`config.mk`:
```
export PLATFORM = sky130hd
export DESIGN_NAME = receive_instr_flat
export DESIGN_NICKNAME = d
export VERILOG_FILES = /design/src/rtl/receive_instr_if.sv /design/src/rtl/receive_instr.sv /design/src/flat_wrapper.sv
export SDC_FILE = /design/constraint.sdc
export NUM_CORES = 1
export LEC_CHECK = 0
export BUFFER_PORTS_ARGS = -buffer_cell sky130_fd_sc_hd__buf_2
export CAP_MARGIN = 20
export CORE_UTILIZATION = 55
export DETAILED_ROUTE_END_ITERATION = 6
export PLACE_DENSITY = 0.78
export REMOVE_ABC_BUFFERS = 1
export SLEW_MARGIN = 0
export SYNTH_ARGS = -nofsm -noshare
export SYNTH_HDL_FRONTEND = slang
export SYNTH_SLANG_ARGS = --single-unit
```
`constraint.sdc`:
```
create_clock -name r_clk -period 6.68 [get_ports r_clk]
set_clock_uncertainty 0.05 [all_clocks]
set_input_delay 1.67 -clock r_clk [delete_from_list [all_inputs] [get_ports r_clk]]
set_output_delay 1.67 -clock r_clk [all_outputs]
set_load 0.01 [all_outputs]
```
`src/rtl/receive_instr_if.sv`:
```
// receive_instr_if: transmitter sync/ack and fetch-side valid/ready bundle for receive_instr.
interface receive_instr_if #(
  parameter int IWIDTH = 32
);
  logic              r_i_start;
  logic              r_o_syn;
  logic [IWIDTH-1:0] r_i_instr;
  logic              r_i_ack;
  logic [IWIDTH-1:0] r_o_instr;
  logic              r_o_valid;
  logic              r_i_ready;
  logic              r_o_busy;
  logic              r_o_done;
  logic              r_o_err;
  modport slave (
    input  r_i_start, r_i_instr, r_i_ack, r_i_ready,
    output r_o_syn, r_o_instr, r_o_valid, r_o_busy, r_o_done, r_o_err
  );
  modport master (
    output r_i_start, r_i_instr, r_i_ack, r_i_ready,
    input  r_o_syn, r_o_instr, r_o_valid, r_o_busy, r_o_done, r_o_err
  );
endinterface

```
`src/rtl/receive_instr.sv`:
```
// receive_instr: paces the transmitter sync request, buffers acknowledged words in a
// show-ahead FIFO and hands them to the fetch stage over valid/ready.
module receive_instr #(
  parameter int IWIDTH     = 32,
  parameter int NUM_INSTR  = 36,
  parameter int FIFO_DEPTH = 8
) (
  input  logic            r_clk,
  input  logic            r_rst,
  receive_instr_if.slave  bus
);
  localparam int CW = $clog2(NUM_INSTR + 1);
  localparam int PW = $clog2(FIFO_DEPTH);
  localparam int FW = PW + 1;
  localparam int SW = CW + FW;
  typedef enum logic [1:0] {IDLE, FETCH, DRAIN, DONE} state_t;
  state_t            state_q, state_d;
  logic              syn_q, syn_d, syn_dly_q, err_q;
  logic [CW-1:0]     launched_q, launched_d, received_q, received_d, outstanding;
  logic [PW-1:0]     wr_ptr_q, rd_ptr_q;
  logic [FW-1:0]     count_q, count_d;
  logic [IWIDTH-1:0] mem_q [FIFO_DEPTH];
  logic              launch, start, pop, push, drop;
  logic [SW-1:0]     need;
  always_comb begin
    launch      = syn_q & syn_dly_q;
    start       = (state_q == IDLE) & bus.r_i_start;
    outstanding = launched_q - received_q;
    pop         = (count_q != '0) & bus.r_i_ready;
    push        = bus.r_i_ack & (outstanding != '0) & ((count_q != FW'(FIFO_DEPTH)) | pop);
    drop        = bus.r_i_ack & ~push;
    launched_d  = start ? '0 : launched_q + CW'(launch);
    received_d  = start ? '0 : received_q + CW'(push);
    count_d     = count_q + FW'(push) - FW'(pop);
    state_d     = state_q;
    case (state_q)
      IDLE:    state_d = bus.r_i_start ? FETCH : IDLE;
      FETCH:   state_d = (launched_d == CW'(NUM_INSTR)) ? DRAIN : FETCH;
      DRAIN:   state_d = (received_d == CW'(NUM_INSTR)) ? DONE : DRAIN;
      default: state_d = IDLE;
    endcase
    // reserve a slot for every word already in flight plus the one this request would launch
    need  = SW'(count_d) + SW'(CW'(launched_d - received_d)) + SW'(1);
    syn_d = (state_d == FETCH) & (launched_d < CW'(NUM_INSTR)) & (need <= SW'(FIFO_DEPTH));
  end
  always_ff @(posedge r_clk or negedge r_rst) begin
    if (!r_rst) begin
      state_q    <= IDLE;
      syn_q      <= 1'b0;
      syn_dly_q  <= 1'b0;
      err_q      <= 1'b0;
      launched_q <= '0;
      received_q <= '0;
      wr_ptr_q   <= '0;
      rd_ptr_q   <= '0;
      count_q    <= '0;
      for (int i = 0; i < FIFO_DEPTH; i++) mem_q[i] <= '0;
    end else begin
      state_q    <= state_d;
      syn_q      <= syn_d;
      syn_dly_q  <= syn_q;
      err_q      <= err_q | drop;
      launched_q <= launched_d;
      received_q <= received_d;
      count_q    <= count_d;
      if (push) begin
        mem_q[wr_ptr_q] <= bus.r_i_instr;
        wr_ptr_q        <= wr_ptr_q + PW'(1);
      end
      if (pop) rd_ptr_q <= rd_ptr_q + PW'(1);
    end
  end
  assign bus.r_o_syn   = syn_q;
  assign bus.r_o_instr = mem_q[rd_ptr_q];
  assign bus.r_o_valid = count_q != '0;
  assign bus.r_o_busy  = state_q != IDLE;
  assign bus.r_o_done  = state_q == DONE;
  assign bus.r_o_err   = err_q;
endmodule

```
`src/flat_wrapper.sv`:
```
// flat-port wrapper written by rule: the top's interface ports become plain ports
module receive_instr_flat 
#(
  parameter int IWIDTH     = 32,
  parameter int NUM_INSTR  = 36,
  parameter int FIFO_DEPTH = 8
)
  (r_clk, r_rst, bus_r_i_start, bus_r_i_instr, bus_r_i_ack, bus_r_i_ready, bus_r_o_syn, bus_r_o_instr, bus_r_o_valid, bus_r_o_busy, bus_r_o_done, bus_r_o_err);
  receive_instr_if #(.IWIDTH(IWIDTH)) bus_i ();
  input  logic r_clk;
  input  logic r_rst;
  input wire logic [$bits(bus_i.r_i_start)-1:0] bus_r_i_start;
  input wire logic [$bits(bus_i.r_i_instr)-1:0] bus_r_i_instr;
  input wire logic [$bits(bus_i.r_i_ack)-1:0] bus_r_i_ack;
  input wire logic [$bits(bus_i.r_i_ready)-1:0] bus_r_i_ready;
  output wire logic [$bits(bus_i.r_o_syn)-1:0] bus_r_o_syn;
  output wire logic [$bits(bus_i.r_o_instr)-1:0] bus_r_o_instr;
  output wire logic [$bits(bus_i.r_o_valid)-1:0] bus_r_o_valid;
  output wire logic [$bits(bus_i.r_o_busy)-1:0] bus_r_o_busy;
  output wire logic [$bits(bus_i.r_o_done)-1:0] bus_r_o_done;
  output wire logic [$bits(bus_i.r_o_err)-1:0] bus_r_o_err;
  assign bus_i.r_i_start = bus_r_i_start;
  assign bus_i.r_i_instr = bus_r_i_instr;
  assign bus_i.r_i_ack = bus_r_i_ack;
  assign bus_i.r_i_ready = bus_r_i_ready;
  assign bus_r_o_syn = bus_i.r_o_syn;
  assign bus_r_o_instr = bus_i.r_o_instr;
  assign bus_r_o_valid = bus_i.r_o_valid;
  assign bus_r_o_busy = bus_i.r_o_busy;
  assign bus_r_o_done = bus_i.r_o_done;
  assign bus_r_o_err = bus_i.r_o_err;
  receive_instr #(.IWIDTH(IWIDTH), .NUM_INSTR(NUM_INSTR), .FIFO_DEPTH(FIFO_DEPTH)) u_core (.r_clk(r_clk), .r_rst(r_rst), .bus(bus_i));
endmodule
```
==> results.rst <==
.. list-table::
   :header-rows: 1

   * - Metric
     - Value
   * - Result of the run
     - completed
   * - Met2 demand-to-capacity share in global routing
     - 37.91%
   * - Worst slew margin relative to its limit
     - 27.93%
   * - Cell depth of the worst hold path
     - 0
   * - Worst-case vdd ir drop
     - 306.8 µV
   * - Leakage component of the power
     - 6.434 nW
   * - Final period util
     - 70.72%
   * - Maximum fanout count along the critical path
     - 10
   * - Setup Fix Bufs, Post-CTS
     - 0
   * - Smallest hold slack
     - 0.3935 ns
   * - Width of the die
     - 158.1 µm
   * - Wire length of the first global-routing pass
     - 43,730 µm
   * - Total congestion overflow
     - 0
   * - Length in cells of the worst reg-to-reg path
     - 19
   * - Clock insertion delay at the later pin of the skew report
     - 0.53 ns
   * - Worst setup path class
     - in -> reg
   * - Synth Register Bits
     - 283
   * - Total routing usage reported by global routing
     - 22.66%
   * - HPWL Detailed
     - 15,440 µm
   * - Clk slew on worst S/H paths
     - 0.06 ns
   * - I/O pins
     - 74
   * - Achievable Freq
     - 211.7 MHz
   * - Area contributors post-synth
     - dfrtp_1 53%, mux2_2 24%, mux4_2 11%, ha_1 2.4%, buf_6 1.2%
   * - Port Buffer Count
     - 73
   * - Filler cell count
     - 1,764
   * - Power share of the clock group
     - 18.7%
   * - Clk sinks
     - 283
   * - Hold Vio Cnt, Final
     - 0
   * - Max-capacitance violation count
     - 0
   * - Fraction of final layout cells with drive strength greater than 1
     - 52.22%
   * - Type of element launching the critical path
     - input pin
   * - Layout Area Growth over Synthesis
     - 10.97%
   * - Actual transition at the worst max-transition pin
     - 1.081 ns
   * - Busiest metal layer after global routing
     - met2
   * - Area of the mapped netlist
     - 0.01340 mm²
   * - H-tree depth reported by CTS
     - 1
   * - Worst hold path endpoint
     - u_core.syn_dly_q$_DFF_PN0_
   * - Post-synth cell types
     - 50
   * - Met1 capacity usage during global routing
     - 31.21%
   * - P per Cell Area
     - 532.2 mW/mm²
   * - TritonCTS clock tree
     - built
   * - Site row count
     - 56
   * - First-iteration detailed-routing DRC count
     - 356
   * - Area of the die
     - 0.02499 mm²
   * - CTS hold repair buffers
     - 0
   * - Type of the most critical hold path
     - reg -> reg
   * - CTS-repair resized insts
     - 0
   * - Average footprint of a synthesized cell
     - 15.65 µm²
   * - Total non-filler cell area in the finished layout
     - 0.01487 mm²
   * - RR Endpoint
     - u_core.bus.r_o_syn$_DFF_PN0_
   * - Post-detailed-route wirelength per cell
     - 20.97 µm
   * - Synthesized instance count
     - 856
   * - DRC
     - 0
   * - Initial DRT Pass Iterations
     - 4
   * - Share of synthesized flip-flops with an asynchronous set or reset
     - 100.0%
   * - Remaining antenna violation count
     - 0
   * - WL final
     - 26,490 µm
   * - Category of the worst setup path capture point
     - flip-flop
   * - Synth cell count leaders
     - 283 x dfrtp_1, 281 x mux2_2, 64 x mux4_2
   * - Inserted Clock Buffers
     - 29
   * - Die extent in y
     - 158.1 µm
   * - Startpoint of the most critical hold path
     - u_core.bus.r_o_syn$_DFF_PN0_
   * - Post-synth top area share
     - 52.85%
   * - Share of the core filled with cells
     - 62.79%
   * - Effective utilization at floorplan
     - 56.58%
   * - Critical path data required time
     - 7.07 ns
   * - Fraction of power consumed by combinational cells
     - 42.0%
   * - Number of antenna repair diodes
     - 0
   * - Core outline area
     - 0.02368 mm²
   * - Number of flops mapped to enable cells by yosys
     - 0
   * - Antenna violations before repair
     - 1
   * - GR Layer Usage met3
     - 3.367%
   * - Via count of the first global-routing pass
     - 8,070
   * - Placement-stage cell area
     - 0.01399 mm²
   * - Buffer depth of the longest clock path
     - 3
   * - Nets
     - 994
   * - Share of the yosys chip area belonging to registers
     - 52.85%
   * - Final min period
     - 4.724 ns
   * - TNS Setup
     - 0 ns
   * - Post-synthesis cell type with the largest combined area
     - dfrtp_1
   * - Final RePlAce weighted congestion
     - 0.7776
   * - Worst flop-to-flop path startpoint
     - u_core.received_q[1]$_DFF_PN0_
   * - Final count of negative-setup-slack endpoints
     - 0
   * - R2R setup slack
     - 2.19 ns
   * - Most common cell in the synthesized netlist
     - dfrtp_1
   * - Net switching fraction of the power
     - 31.61%
   * - Vias per Instance
     - 5.832
   * - Root buf cell
     - clkbuf_16
   * - RSZ-0062 raised after global routing
     - no
   * - Cell Int Power
     - 5.413 mW
   * - Synthesis Warnings
     - 0
   * - Power spent charging and discharging nets
     - 2.502 mW
   * - Crit path DAT
     - 5.12 ns
   * - Final Max Tran Viols
     - 0
   * - Maximum number of pins on one net before global-route repair
     - 126
   * - Via count of the routed design
     - 7,366
   * - Part of the power in registers
     - 39.3%
   * - Flip-flop cell with the highest count after synthesis
     - dfrtp_1
[routing by layer]
layer | up-vias | part of all wire (%) | wire (µm)
li1 | 3286 | - | -
met1 | 3908 | 45 | 11840
met2 | 128 | 49 | 13060
met3 | 42 | 4.2 | 1109
met4 | 2 | 1.7 | 460
met5 | - | 0.049 | 13
[worst max path at each step]
stage / from / endpoint / slack, ns
global placement: bus_r_i_ready / u_core.bus.r_o_syn$_DFF_PN0_ / 1.52
global route: bus_r_i_ready / u_core.bus.r_o_syn$_DFF_PN0_ / 1.62
CTS: u_core.rd_ptr_q[0]$_DFFE_PN0P_ / bus_r_o_instr[9] / 1.93
floorplan: u_core.rd_ptr_q[0]$_DFFE_PN0P_ / bus_r_o_instr[0] / 1.41
detailed placement: bus_r_i_ready / u_core.bus.r_o_syn$_DFF_PN0_ / 1.40
finish: bus_r_i_ready / u_core.bus.r_o_syn$_DFF_PN0_ / 1.96
[power groups by stage]
stage / clock network [mW] / logic [mW] / registers [mW]
floorplan: 0 / 2.53 / 3.03
global placement: 0 / 3.21 / 3.13
detailed placement: 0 / 3.29 / 3.18
CTS: 1.51 / 3.32 / 3.16
global route: 1.58 / 3.63 / 3.23
finish: 1.48 / 3.32 / 3.11
[worst max-delay path: stages]
cell and delay (ns):
buf_2 0.09, nand2b_1 0.05, a31oi_1 0.58, nor2b_1 0.45
ha_1 0.25, nand3_1 0.19, xnor2_1 0.18, or2_2 0.29
ha_1 0.33, o21a_1 0.11, o31a_1 0.11, a21oi_1 0.14
ha_1 0.26, o21ai_0 0.16, nand3_1 0.10, nor3_1 0.15
[flip-flops by register name, summed over array words and instances (netlist names)]
signal	count
u_core.launched_q	6
u_core.received_q	6
u_core.bus.r_o_err	1
u_core.count_q	4
u_core.state_q	2
u_core.bus.r_o_syn	1
u_core.wr_ptr_q	3
u_core.rd_ptr_q	3
u_core.syn_dly_q	1
u_core.mem_q	256
[cell families after synthesis]
kind of cell,count (synthesis),synth area share [%]
buffers and inverters,77,3.249
multiplexers,356,35.28
AND/OR/NAND/NOR,67,3.063
XOR/XNOR,18,1.176
flip-flops,283,52.85
AO/OA/AOI/OAI,26,1.513
adder cells (fa/ha/maj),29,2.876
[layout make-up]
class	instances	area [µm²]	area share [%]
Timing Repair Buffer	90	515.5	3.467
Tap cell	319	399.1	2.684
Sequential cell	283	7088	47.67
Clock inverter	3	15.01	0.1010
Multi-Input combinational cell	496	5906	39.71
Inverter	28	105.1	0.7068
Clock buffer	44	842.1	5.663
[layout by cell type, fill, tap and decap left out, types with 6 or more instances in the layout]
cell       instances
mux2_2           281
dfrtp_1          280
buf_2             72
mux4_2            64
clkbuf_16         29
inv_1             28
ha_1              26
buf_4             16
nor2_1            13
nand2_1           11
xnor2_1           11
mux2_1             9
clkbuf_1           9
xor2_1             7
a21oi_1            6
nand3_1            6
clkbuf_8           6
[per-stage QoR]
step / setup WS, ns / std cells / total power [mW]
6_report: 1.956 / 1263 / 7.915
5_1_grt: 1.624 / 1263 / 8.444
4_1_cts: 1.927 / 1262 / 7.996
3_5_place_dp: 1.404 / 1215 / 6.469
3_3_place_gp: 1.523 / 1215 / 6.334
2_1_floorplan: 1.412 / 807 / 5.560
No activity file was read; power rests on OpenSTA's default activity.
